[src/rtl/muldiv_alu_control.sv]
// muldiv_alu_control
//   Extended ALU control for one lane of the dual-issue core. It decodes the
//   6-bit funct field into a 4-bit ALU op. It runs MULT/MULTU/DIV/DIVU as a
//   background iterative engine that owns the HI/LO registers. It raises a
//   stall whenever a HI/LO access (MD, MT or MF) meets a busy engine.
//
// Parameters
//   WIDTH      operand / HI / LO width (even, >= 4)
//   HILO_INIT  reset value of HI and LO
//
// Ports
//   clk         in   rising-edge clock
//   rst_n       in   asynchronous active-low reset
//   aluop       in   [1:0]  main-control ALU class (0 add, 1 sub, 2 funct, 3 add)
//   funct       in   [5:0]  instruction funct field
//   valid       in   instruction in EX is real
//   flush       in   synchronous abort of an in-flight mul/div
//   a, b        in   [WIDTH-1:0] rs / rt operands
//   aluctl      out  [3:0]  ALU op (combinational)
//   stall       out  hold EX and earlier stages (combinational)
//   busy        out  engine running (decoded from the state register)
//   done        out  one-cycle pulse after HI/LO were written by mul/div
//   hilo_rdata  out  [WIDTH-1:0] MFHI/MFLO read data
module muldiv_alu_control #(
  parameter int               WIDTH     = 32,
  parameter logic [WIDTH-1:0] HILO_INIT = '0
) (
  input  logic             clk,
  input  logic             rst_n,
  input  logic [1:0]       aluop,
  input  logic [5:0]       funct,
  input  logic             valid,
  input  logic             flush,
  input  logic [WIDTH-1:0] a,
  input  logic [WIDTH-1:0] b,
  output logic [3:0]       aluctl,
  output logic             stall,
  output logic             busy,
  output logic             done,
  output logic [WIDTH-1:0] hilo_rdata
);

  localparam int CW = $clog2(WIDTH + 1);

  typedef enum logic [1:0] {
    S_IDLE,
    S_MUL,
    S_DIV,
    S_FIX
  } state_t;

  state_t state, state_next;
  logic [CW-1:0] count;

  logic [WIDTH-1:0] hi, lo;

  // Engine datapath. acc_hi/acc_lo form the running product during a
  // multiply, and the partial remainder / quotient during a divide.
  logic [WIDTH-1:0] acc_hi, acc_lo, opnd, a_hold;
  logic             op_div, div_zero, neg_x, neg_a;

  logic is_r, md, mt, mf, md_accept, mt_accept;
  logic sa, sb;
  logic [WIDTH-1:0] mag_a, mag_b;
  logic [WIDTH:0]   mul_sum;
  logic             div_ge;
  logic [WIDTH-1:0] div_sub;
  logic [2*WIDTH-1:0] prod_fix;
  logic [WIDTH-1:0] res_hi, res_lo;

  // ALU op decode
  always_comb begin
    aluctl = 4'd2;
    case (aluop)
      2'd1: aluctl = 4'd6;
      2'd2: begin
        case (funct)
          6'h20, 6'h21: aluctl = 4'd2;
          6'h22, 6'h23: aluctl = 4'd6;
          6'h24:        aluctl = 4'd0;
          6'h25:        aluctl = 4'd1;
          6'h26:        aluctl = 4'd13;
          6'h27:        aluctl = 4'd12;
          6'h2A:        aluctl = 4'd7;
          6'h2B:        aluctl = 4'd8;
          6'h00:        aluctl = 4'd3;
          6'h02:        aluctl = 4'd4;
          6'h03:        aluctl = 4'd5;
          default:      aluctl = 4'd0;
        endcase
      end
      default: aluctl = 4'd2;
    endcase
  end

  // HI/LO instruction classes. MD is funct 18..1B: bit1 selects divide,
  // bit0 selects unsigned.
  assign is_r      = valid && (aluop == 2'd2);
  assign md        = is_r && (funct[5:2] == 4'b0110);
  assign mt        = is_r && ((funct == 6'h11) || (funct == 6'h13));
  assign mf        = is_r && ((funct == 6'h10) || (funct == 6'h12));
  assign busy      = (state != S_IDLE);
  assign stall     = busy && (md || mt || mf);
  assign md_accept = md && !busy && !flush;
  assign mt_accept = mt && !busy;

  assign hilo_rdata = funct[1] ? lo : hi;

  // The engine works on magnitudes. The negation of the most negative value
  // wraps to itself, which is still the correct unsigned magnitude.
  assign sa    = !funct[0] && a[WIDTH-1];
  assign sb    = !funct[0] && b[WIDTH-1];
  assign mag_a = sa ? -a : a;
  assign mag_b = sb ? -b : b;

  // A multiply step adds the multiplicand when the current multiplier LSB is
  // set, then shifts {sum, acc_lo} right by one.
  assign mul_sum = {1'b0, acc_hi} + (acc_lo[0] ? {1'b0, opnd} : {(WIDTH+1){1'b0}});

  // Restoring divide step. The shifted remainder is WIDTH+1 bits wide. When
  // it is at least the divisor, the difference is below the divisor, so the
  // low WIDTH bits of the subtraction are exact.
  assign div_ge  = {acc_hi, acc_lo[WIDTH-1]} >= {1'b0, opnd};
  assign div_sub = {acc_hi[WIDTH-2:0], acc_lo[WIDTH-1]} - opnd;

  assign prod_fix = neg_x ? -{acc_hi, acc_lo} : {acc_hi, acc_lo};

  // Sign fix-up applied in the FIX state
  always_comb begin
    res_hi = prod_fix[2*WIDTH-1:WIDTH];
    res_lo = prod_fix[WIDTH-1:0];
    if (op_div) begin
      if (div_zero) begin
        res_lo = '1;
        res_hi = a_hold;
      end else begin
        res_lo = neg_x ? -acc_lo : acc_lo;
        res_hi = neg_a ? -acc_hi : acc_hi;
      end
    end
  end

  always_comb begin
    state_next = state;
    case (state)
      S_IDLE: if (md_accept) state_next = funct[1] ? S_DIV : S_MUL;
      S_MUL,
      S_DIV:  if (count == CW'(1)) state_next = S_FIX;
      S_FIX:  state_next = S_IDLE;
      default: state_next = S_IDLE;
    endcase
    if (flush) state_next = S_IDLE;
  end

  always_ff @(posedge clk or negedge rst_n) begin
    if (!rst_n) begin
      state <= S_IDLE;
      count <= '0;
      done  <= 1'b0;
    end else begin
      state <= state_next;
      done  <= (state == S_FIX) && !flush;
      if (flush)
        count <= '0;
      else if (md_accept)
        count <= CW'(WIDTH);
      else if ((state == S_MUL) || (state == S_DIV))
        count <= count - CW'(1);
    end
  end

  always_ff @(posedge clk or negedge rst_n) begin
    if (!rst_n) begin
      hi <= HILO_INIT;
      lo <= HILO_INIT;
    end else if ((state == S_FIX) && !flush) begin
      hi <= res_hi;
      lo <= res_lo;
    end else if (mt_accept) begin
      if (funct[1])
        lo <= a;
      else
        hi <= a;
    end
  end

  // Datapath registers carry no reset; they are always loaded on accept.
  always_ff @(posedge clk) begin
    if (md_accept) begin
      op_div   <= funct[1];
      div_zero <= funct[1] && (b == '0);
      neg_x    <= sa ^ sb;
      neg_a    <= sa;
      a_hold   <= a;
      acc_hi   <= '0;
      acc_lo   <= funct[1] ? mag_a : mag_b;
      opnd     <= funct[1] ? mag_b : mag_a;
    end else if (state == S_MUL) begin
      acc_hi <= mul_sum[WIDTH:1];
      acc_lo <= {mul_sum[0], acc_lo[WIDTH-1:1]};
    end else if (state == S_DIV) begin
      acc_hi <= div_ge ? div_sub : {acc_hi[WIDTH-2:0], acc_lo[WIDTH-1]};
      acc_lo <= {acc_lo[WIDTH-2:0], div_ge};
    end
  end

endmodule

[config.mk]
export PLATFORM = sky130hd
export DESIGN_NAME = muldiv_alu_control
export DESIGN_NICKNAME = d
export VERILOG_FILES = /design/src/rtl/muldiv_alu_control.sv
export SDC_FILE = /design/constraint.sdc
export NUM_CORES = 1
export LEC_CHECK = 0
export BUFFER_PORTS_ARGS = -buffer_cell sky130_fd_sc_hd__buf_2
export CORE_MARGIN = 1
export CORE_UTILIZATION = 57
export DETAILED_ROUTE_END_ITERATION = 8
export PLACE_DENSITY = 0.79
export SYNTH_ARGS = -nofsm -noshare
export SYNTH_HDL_FRONTEND = slang
export SYNTH_SLANG_ARGS = --single-unit
[constraint.sdc]
create_clock -name clk -period 3.9 [get_ports clk]
set_clock_uncertainty 0.1 [all_clocks]
set_input_delay 0.78 -clock clk [delete_from_list [all_inputs] [get_ports clk]]
set_output_delay 0.78 -clock clk [all_outputs]
set_load 0.02 [all_outputs]
* After elaboration in Yosys (flattened, before gate mapping) *
Memories as Yosys holds them, arrays and structs flattened.
Index checks and enable logic that the tools add are counted.

storage, ports and cells
  input bits = 76
  output and inout port bits = 39
  memory bits (read-only) = 256
  flip-flop bits (word level) = 205
  word-level logic and storage cells = 104
  memories kept = 1

memories
  name              depth  width  rd ports  clocked after memory_dff  wr ports  RTL line  source
  (name not given)  64     4      1         0                         0         77        case (funct)

cells by class
  bitwise operators = 1
  muxes and demuxes = 34
  equality and inequality tests = 14
  $add $sub $neg = 8
  reductions and logical operators = 32
  $lt $le $gt $ge = 1

operators by type and width
  cell                   number
  $mux W32               24
  $neg A32 Y32           4
  $mux W64               1
  $neg A64 Y64           1
  $add A32 B32 Y33       1
  $ge A33 B32 Y1         1
  $logic_not A32 Y1      1
  $sub A32 B32 Y32       1
  $eq A6 B5 Y1 const B   4
  $mux W6                3
  $logic_and A1 B1 Y1    12
  $mux W2                4
  $pmux W4 S2            1
  $reduce_bool A2 Y1     4
  $eq A2 B2 Y1 const B   3
  $eq A6 B1 Y1 const B   1
  $ne A3 B3 Y1 const B   2
  $pmux W2 S3            1
  $reduce_and A2 Y1      3
  $reduce_bool A3 Y1     2
  $sub A6 B1 Y6 const B  1
  $logic_or A1 B1 Y1     5
  $eq A2 B1 Y1 const B   2
  $eq A4 B3 Y1 const B   1
  other kinds (5)        7

* Logic depth before layout (Yosys ltp) *
Gate-level depths: netlist of the first run.

  word-level depth = 8
  gate-level depth with buffers = 15

* Least setup slack after synthesis of the first run *
Ideal clock, no wire load.

  path kind = input port to flip-flop
  start point = input port aluop[0]
  end point = register acc_hi[12]
  path slack = -714 ps
  required time = 3566 ps
  arrival = 4280 ps
  cell stages on the path = 9
  library setup time = 234 ps
  cells stage by stage = inv_1 -> ha_1 -> nand3b_1 -> nor3b_1 -> nand3_1 -> or2_2 -> clkinv_1 -> clkbuf_1 -> o22ai_1

on the way
  longest elaborated chain between the ends = 5

RTL lines
  element                           RTL line  source
  start: declaration                30        input logic [1:0] aluop,
  $eq A2 B2 Y1                      98        assign is_r = valid && (aluop == 2'd2);
  $logic_and A1 B1 Y1               98
  $logic_and A1 B1 Y1               99        assign md = is_r && (funct[5:2] == 4'b0110);
  $logic_and A1 B1 Y1 (2 in a row)  104       assign md_accept = md && !busy && !flush;
  net md_accept                     62        logic is_r, md, mt, mf, md_accept, mt_accept;
  end signal: assignment            199       acc_hi <= mul_sum[WIDTH:1];
  end signal: assignment            202       acc_hi <= div_ge ? div_sub : {acc_hi[WIDTH-2:0], acc_lo[WIDTH-1]};
  end: declaration                  59        logic [WIDTH-1:0] acc_hi, acc_lo, opnd, a_hold;

The timed path passes the listed nets, and every way through them passes these cells.
A chain may end at the register's enable or synchronous reset.

* Final worst setup path of the first run *
  start point = register acc_lo[0]
  end point = register hi[10]

on the way
  longest elaborated chain between the ends = 4

RTL lines
  element                   RTL line  source
  start: declaration        59
  start signal: assignment  196       acc_lo <= funct[1] ? mag_a : mag_b;
  start signal: assignment  200       acc_lo <= {mul_sum[0], acc_lo[WIDTH-1:1]};
  start signal: assignment  203       acc_lo <= {acc_lo[WIDTH-2:0], div_ge};
  $neg A64 Y64              126       assign prod_fix = neg_x ? -{acc_hi, acc_lo} : {acc_hi, acc_lo};
  $mux W64                  126
  $mux W32                  132       if (op_div) begin
  $mux W32                  176       end else if ((state == S_FIX) && !flush) begin
  end signal: assignment    177       hi <= res_hi;
  end: declaration          55        logic [WIDTH-1:0] hi, lo;

Every way passes these cells.

==> results of run 1 <==
## worst paths after layout
kind / from / end / slack (ns) / cells after the start
min in group clk: flush / count[5]$_DFFE_PN0P_ / 0.38 / 2
setup reg to reg: acc_lo[0]$_DFFE_PP_ / hi[10]$_DFFE_PN0P_ / 0.24 / 9
max in group asynchronous: rst_n / count[0]$_DFFE_PN0P_ / 2.69 / 1
hold reg to reg: count[4]$_DFFE_PN0P_ / count[4]$_DFFE_PN0P_ / 0.46 / 2
hold / removal: rst_n / done$_DFF_PN0_ / 0.32 / 1
setup / recovery: acc_lo[0]$_DFFE_PP_ / hi[10]$_DFFE_PN0P_ / 0.24 / 9
## power by group
group          switching, mW  internal [mW]
combinational           5.28           3.59
clock                  0.960           1.34
sequential             0.791           3.18
total                   7.03           8.11
## metal layers
metal | wire [um] | GRT usage (%)
met4 | 4500 | 23.6
met1 | 24900 | 53.8
met5 | 21 | 0
met3 | 7220 | 8.20
met2 | 26400 | 58.7
## placed cells by master, fill, tap and decap left out, types with 75 or more instances in the layout
cell type	instances
sky130_fd_sc_hd__xnor2_1	75
sky130_fd_sc_hd__buf_2	112
sky130_fd_sc_hd__ha_1	79
sky130_fd_sc_hd__edfxtp_1	100
sky130_fd_sc_hd__buf_4	84
sky130_fd_sc_hd__o21ai_0	157
sky130_fd_sc_hd__mux2i_1	117
sky130_fd_sc_hd__nand2_1	227
sky130_fd_sc_hd__nor2_1	151
sky130_fd_sc_hd__xor2_1	89
sky130_fd_sc_hd__a21oi_1	155
## sequential cells by signal, indices dropped and copies added (netlist names)
register,count
a_hold,32
acc_hi,32
acc_lo,32
hi,32
lo,32
opnd,32
count,6
state,2
div_zero,1
done,1
neg_a,1
neg_x,1
op_div,1
## stage by stage
stage	util, %	power, mW
global route	65.4	15.9
detailed placement	62.7	12.5
global placement	62.7	12.3
CTS	65.4	14.8
floorplan	-	9.70
finish	65.5	15.1
## cell families (layout without fill, tap and decap cells)
group | after synthesis | count (layout)
and+or+nand+nor | 637 | 637
AOI/OAI and AO/OA | 602 | 602
DFF | 205 | 205
buffers and inverters | 197 | 322
xor gates and xnor gates | 164 | 164
muxes | 159 | 159
adders and majority gates | 82 | 82
other | 0 | 1
## worst reg2reg max path, cell delays in order, from the launching register on
cell	delay, ns
sky130_fd_sc_hd__edfxtp_1	0.46
sky130_fd_sc_hd__clkinvlp_4	0.24
sky130_fd_sc_hd__ha_1	0.24
sky130_fd_sc_hd__nand2b_1	0.23
sky130_fd_sc_hd__nor4_2	0.62
sky130_fd_sc_hd__nand4_1	0.43
sky130_fd_sc_hd__o21ai_0	0.40
sky130_fd_sc_hd__a21oi_1	0.10
sky130_fd_sc_hd__o21ai_0	0.45
sky130_fd_sc_hd__o21ai_0	0.23
## area by class of cell
cell class | instances | area, sq um | area share (%)
clock buffer | 38 | 724 | 3.71
sequential | 205 | 5470 | 28.0
multi-input combinational | 1644 | 11100 | 57.2
tap | 390 | 488 | 2.50
clock inverter | 6 | 67.6 | 0.346
antenna | 1 | 2.50 | 0.0128
timing repair buffer | 202 | 1310 | 6.72
inverter | 76 | 292 | 1.49
==> impl_table.tex, run 1 <==
\begin{tabular}{lr}
\hline
Metric & Value \\
\hline
\multicolumn{2}{l}{\textbf{Global route}} \\
Overall overflow remaining after global route & 0 \\
Antenna violations before repair & 3 \\
GRT Total Usage & between 30\% and 40\% \\
Number of global-route vias before repair & 16100 \\
Global-route wire length before repair & 94.4 mm \\
Largest net degree at the start of global routing & 92 \\
\multicolumn{2}{l}{\textbf{Clock network}} \\
Quantity of gates resized following cts & 0 \\
Hold-fix buffer count after cts & 0 \\
Number of buffers created by CTS & 24 \\
Post-CTS setup buffers & 0 \\
Clock sink total & 205 \\
Maximum buffer depth of the clock tree & 3 \\
CTS tree & yes \\
Clock H-tree levels & 1 \\
CTS clock-pin slew for the worst setup and hold paths & around 0.060 ns \\
Buffer type at the clock tree root & sky130\_fd\_sc\_hd\_\_clkbuf\_16 \\
Insertion delay of the later-clocked pin in the worst-skew pair & $\sim$0.54 ns \\
\multicolumn{2}{l}{\textbf{Yosys}} \\
Top post-synthesis cells by area & sky130\_fd\_sc\_hd\_\_edfxtp\_1 (17\%), sky130\_fd\_sc\_hd\_\_dfrtp\_1 (11\%), sky130\_fd\_sc\_hd\_\_mux2i\_1 (6.7\%) \\
Area share of fa/ha/maj cells after synthesis & 6.00\% \\
Main combinational cell family by area after synthesis & compound AO/OA/AOI/OAI gates \\
Share of async-settable or async-resettable flops after synthesis & a little over a third \\
Top flip-flop cell by instance count after synthesis & sky130\_fd\_sc\_hd\_\_edfxtp\_1 \\
Synth unique cells & 86 \\
Cell type contributing the most total cell area after synthesis & sky130\_fd\_sc\_hd\_\_edfxtp\_1 \\
Share of synthesized cell area in and, or, nand and nor gates & about 18\% \\
Fraction of the yosys area taken by sequential cells & 31.5\% \\
Number of enable flip-flop cells after synthesis & 100 \\
Cell types with the highest counts after synthesis & sky130\_fd\_sc\_hd\_\_nand2\_1 (227), sky130\_fd\_sc\_hd\_\_o21ai\_0 (157), sky130\_fd\_sc\_hd\_\_a21oi\_1 (156) \\
Area of the mapped netlist & 17400 sq um \\
Number of register bits inferred by synthesis & 205 \\
Portion of synthesized cell area occupied by the leading cell type & around 17\% \\
Count of mapped cells out of synthesis & 2046 \\
Post-synthesis mux area share & under 10\% \\
Number of warnings issued by yosys & 0 \\
Synthesized-area fraction occupied by ao, oa, aoi and oai cells & approximately 22\% \\
Total nets after synthesis & 2204 \\
Synthesized-area fraction occupied by xor and xnor cells & around 8.3\% \\
Post-synthesis average cell area & 8.48 sq um \\
Most common cell in the synthesized netlist & sky130\_fd\_sc\_hd\_\_nand2\_1 \\
\multicolumn{2}{l}{\textbf{Outcome}} \\
Outcome & completed \\
\multicolumn{2}{l}{\textbf{Floorplan}} \\
Die Area & just over 30000 sq um \\
Die Y & 176 um \\
Effective utilization at floorplan & around 58\% \\
\# IOs & 115 \\
Width of the die & between 150 and 200 um \\
Core region area & approximately 30000 sq um \\
Std-Cell Rows & 63 \\
\multicolumn{2}{l}{\textbf{Final layout}} \\
Post-layout instance area & between 15000 and 20000 sq um \\
NumNets Final & 2311 \\
Number of cells in the finished layout apart from fillers & between 2000 and 3000 \\
Layout cell share with drive strength beyond 1 & between 10\% and 20\% \\
Signed area change from the synthesized netlist to the final layout & 12.4\% \\
\# fillers & 2552 \\
\multicolumn{2}{l}{\textbf{Critical path}} \\
Critical Setup Path Class & reg2reg \\
Kind of capture point of the worst setup path & flop \\
Crit start category & flop \\
CP cell instances & clkinvlp\_4, ha\_1, nand2b\_1, nor4\_2, nand4\_1, o21ai\_0, a21oi\_1, o21ai\_0, o21ai\_0 \\
Required time at the endpoint of the critical path & around 4.2 ns \\
Worst path arrival time & around 3.9 ns \\
CP bufs+invs & 1 \\
Slowest stage cell on the critical path & sky130\_fd\_sc\_hd\_\_nor4\_2 \\
Worst path most repeated cell & sky130\_fd\_sc\_hd\_\_o21ai\_0 \\
Worst stage delay on the critical path & just over 0.6 ns \\
Largest driver fanout on the critical path & 11 \\
Crit-path leading delay family & simple AND/OR/NAND/NOR gates \\
\multicolumn{2}{l}{\textbf{STA}} \\
Final worst path period share & approximately 94\% \\
Total negative slack for setup checks & 0 ns \\
Achievable frequency & roughly 270 MHz \\
Minimum clock period & 3.66 ns \\
Slew at the pin closest to its max-slew limit & between 1 and 1.5 ns \\
Final hold slack & about 0.32 ns \\
RSZ-0062 raised after global routing & no \\
Max-slew violation count & 0 \\
Worst-case headroom to the max-slew limit & between 30\% and 40\% \\
Final number of hold-violating endpoints & 0 \\
Worst Setup Slack, final & $\sim$0.24 ns \\
Setup-failing EPs final & 0 \\
\multicolumn{2}{l}{\textbf{Detailed routing}} \\
Routed WL & approximately 63 mm \\
Residual DRC & 0 \\
DRT iter0 DRCs & about 2600 \\
DR WL/cell & about 25 um \\
DR vias/cell & approximately 6.8 \\
Remaining antenna violation count & 0 \\
First-pass iteration count of the detailed router & 6 \\
Via total after detailed routing & around 18000 \\
\multicolumn{2}{l}{\textbf{Pwr}} \\
Maximum vdd ir drop & 0.000420 V \\
Leakage power figure & 7.92 nW \\
Pwr Density & between 700 and 800 nW/um\^{}2 \\
\multicolumn{2}{l}{\textbf{Placed design}} \\
Routability Congestion & slightly above 1 \\
Cell count after placement & around 2500 \\
HPWL after detailed placement & about 47 mm \\
Post-placement worst setup slack & around 0.17 ns \\
PortBufs & roughly 110 \\
Instance area after placement & roughly 19000 sq um \\
\multicolumn{2}{l}{\textbf{Worst hold path}} \\
Class of the tightest hold or removal check & in2async \\
\multicolumn{2}{l}{\textbf{Job}} \\
Max-capacitance violation count & 0 \\
\hline
\end{tabular}
No activity file was read; power rests on OpenSTA's default activity.
==> inputs of run 2 (changes only) <==
--- a/config.mk
+++ b/config.mk
@@ -10,6 +10,7 @@
 export CORE_UTILIZATION = 57
 export DETAILED_ROUTE_END_ITERATION = 8
 export PLACE_DENSITY = 0.79
+export REMOVE_ABC_BUFFERS = 1
 export SYNTH_ARGS = -nofsm -noshare
 export SYNTH_HDL_FRONTEND = slang
 export SYNTH_SLANG_ARGS = --single-unit
==> run 2 against run 1 <==
  * Sequential share of layout area up 0.16 points
  * Largest cell class unchanged
  * Utilization is 0.38 points lower
  * Via count decreased by 1.5%
  * Register-to-register slack lost 0.06 ns
  * Power decreased by 2.1%
  * Fmax decreased by 1.6%
  * Combinational power shrank 3.7%
  * Highest routed layer unchanged
  * Die area is the same
  * Sequential power barely moved
  * Clock power hardly changed
  * Final cell count shrank 0.47%
  * Non-clock buffer count shrank 13
==> impl_table.tex, run 2 (same netlist as run 1, synthesis figures left out) <==
\begin{tabular}{lr}
\hline
Metric & Value \\
\hline
\multicolumn{2}{l}{\textbf{Outcome}} \\
Outcome & completed \\
\multicolumn{2}{l}{\textbf{Detailed routing}} \\
Via total after detailed routing & around 17000 \\
Routed WL & $\sim$60 mm \\
Remaining antenna violation count & 0 \\
Residual DRC & 0 \\
DR vias/cell & around 6.8 \\
DRT iter0 DRCs & approximately 2200 \\
First-pass iteration count of the detailed router & 5 \\
DR WL/cell & roughly 24 um \\
\multicolumn{2}{l}{\textbf{Placed design}} \\
PortBufs & 114 \\
Routability Congestion & 0.994 \\
HPWL after detailed placement & about 43 mm \\
\multicolumn{2}{l}{\textbf{STA}} \\
Final worst path period share & between 90\% and 100\% \\
Setup-failing EPs final & 0 \\
Achievable frequency & about 270 MHz \\
RSZ-0062 raised after global routing & no \\
Total negative slack for setup checks & 0 ns \\
Max-slew violation count & 0 \\
Final number of hold-violating endpoints & 0 \\
Minimum clock period & 3.72 ns \\
Slew at the pin closest to its max-slew limit & between 1 and 1.5 ns \\
Worst-case headroom to the max-slew limit & $\sim$29\% \\
\multicolumn{2}{l}{\textbf{Critical path}} \\
Worst stage delay on the critical path & roughly 0.45 ns \\
CP bufs+invs & 1 \\
Required time at the endpoint of the critical path & 4.26 ns \\
Crit-path leading delay family & compound AO/OA/AOI/OAI gates \\
Worst Setup SP & acc\_lo[0]\$\_DFFE\_PP\_ \\
CP cell instances & and2\_1, ha\_1, fa\_1, a21oi\_1, o21ai\_1, o41ai\_2, buf\_4, a21o\_1, a31oi\_1, a311o\_1, a31oi\_1, xnor2\_1, a211oi\_1 \\
Slowest stage cell on the critical path & sky130\_fd\_sc\_hd\_\_edfxtp\_1 \\
Crit start category & flop \\
Critical Setup Path Class & reg2reg \\
Largest driver fanout on the critical path & 5 \\
Worst path arrival time & just over 4 ns \\
Kind of capture point of the worst setup path & flop \\
Worst path most repeated cell & sky130\_fd\_sc\_hd\_\_a31oi\_1 \\
Beginning of the worst register-to-register path & acc\_lo[0]\$\_DFFE\_PP\_ \\
\multicolumn{2}{l}{\textbf{Floorplan}} \\
Std-Cell Rows & 63 \\
Die Area & approximately 31000 sq um \\
Die Y & 176 um \\
\# IOs & 115 \\
Core region area & between 20000 and 30000 sq um \\
Effective utilization at floorplan & 58.2\% \\
Width of the die & 176 um \\
\multicolumn{2}{l}{\textbf{Clock network}} \\
CTS tree & yes \\
Insertion delay of the later-clocked pin in the worst-skew pair & roughly 0.54 ns \\
Buffer type at the clock tree root & sky130\_fd\_sc\_hd\_\_clkbuf\_16 \\
Number of buffers created by CTS & 25 \\
Clock sink total & between 200 and 250 \\
Post-CTS setup buffers & 0 \\
CTS clock-pin slew for the worst setup and hold paths & approximately 0.060 ns \\
Clock H-tree levels & 1 \\
Maximum buffer depth of the clock tree & 3 \\
\multicolumn{2}{l}{\textbf{Final layout}} \\
Signed area change from the synthesized netlist to the final layout & 11.7\% \\
NumNets Final & between 2000 and 2500 \\
Layout cell share with drive strength beyond 1 & between 10\% and 20\% \\
Utilization after layout & $\sim$65\% \\
Leading cell types in the layout, fill and taps excluded & sky130\_fd\_sc\_hd\_\_nand2\_1 (227), sky130\_fd\_sc\_hd\_\_o21ai\_0 (156), sky130\_fd\_sc\_hd\_\_a21oi\_1 (156) \\
\# fillers & around 2500 \\
Most common cell after layout, fill and taps aside & sky130\_fd\_sc\_hd\_\_nand2\_1 \\
\multicolumn{2}{l}{\textbf{Pwr}} \\
Leakage power figure & $\sim$7.9 nW \\
Maximum vdd ir drop & roughly 0.00046 V \\
Pwr Density & between 700 and 800 nW/um\^{}2 \\
\multicolumn{2}{l}{\textbf{Job}} \\
Max-capacitance violation count & 0 \\
\multicolumn{2}{l}{\textbf{Global route}} \\
Global-route wire length before repair & 93.5 mm \\
GRT Total Usage & 38.5\% \\
Largest net degree at the start of global routing & 85 \\
Antenna violations before repair & 4 \\
Number of global-route vias before repair & roughly 16000 \\
Overall overflow remaining after global route & 0 \\
\multicolumn{2}{l}{\textbf{Worst hold path}} \\
Class of the tightest hold or removal check & in2async \\
\hline
\end{tabular}
[run 2: path summary, 6_finish.rpt]
check	to	slack, ns	cells past startpoint
worst max-delay path	acc_hi[29]$_SDFFE_PP0N_	0.18	13
worst max register to register	acc_hi[29]$_SDFFE_PP0N_	0.18	13
worst min-delay path	lo[6]$_DFFE_PN0P_	0.34	1
max in group asynchronous	count[2]$_DFFE_PN0P_	2.67	1
worst min register to register	count[4]$_DFFE_PN0P_	0.45	2
min in group clk	count[5]$_DFFE_PN0P_	0.37	2
[run 2: final cells by class]
| class | count | area (sq um) | area share, % |
|---|---|---|---|
| Clock inverter | 9 | 92.6 | 0.478 |
| Inverter | 76 | 288 | 1.48 |
| Multi-Input combinational cell | 1644 | 11100 | 57.5 |
| Sequential cell | 205 | 5470 | 28.2 |
| Timing Repair Buffer | 189 | 1210 | 6.26 |
| Antenna cell | 1 | 2.50 | 0.0129 |
| Tap cell | 390 | 488 | 2.52 |
| Clock buffer | 36 | 687 | 3.54 |
[run 2: where the power goes]
group	internal, mW	total [mW]	switching (mW)
clock	1.35	2.33	0.979
sequential	3.18	3.96	0.785
combinational	3.45	8.53	5.08
total	7.98	14.8	6.85
[run 2: layer usage]
layer	wire length [um]	vias to the layer above	share of wire, %	global-route usage [%]
li1	-	7756	-	-
met1	23800	8130	40	54.0
met2	26200	1192	44	58.2
met3	7270	193	12	6.55
met4	2690	4	4.5	16.9
met5	27	-	0.045	0
[run 2: through the flow]
stage	std cells	hold WS, ns	power, mW	area (sq um)	setup slack, ns
4_1_cts	2549	0.370	14.5	19400	0.158
2_1_floorplan	1925	0.384	9.57	16900	-1.94
5_1_grt	2550	0.398	15.6	19400	0.00139
3_5_place_dp	2504	0.436	12.2	18600	0.173
6_report	2550	0.337	14.8	19400	0.179
3_3_place_gp	2504	0.434	12.0	18600	0.305
[run 2: timing repair]
item | 4_1_cts | 5_1_grt
endpoints found under the setup margin | 0 | 4
hold buffers | 0 | 0
gates resized for setup | 0 | 4
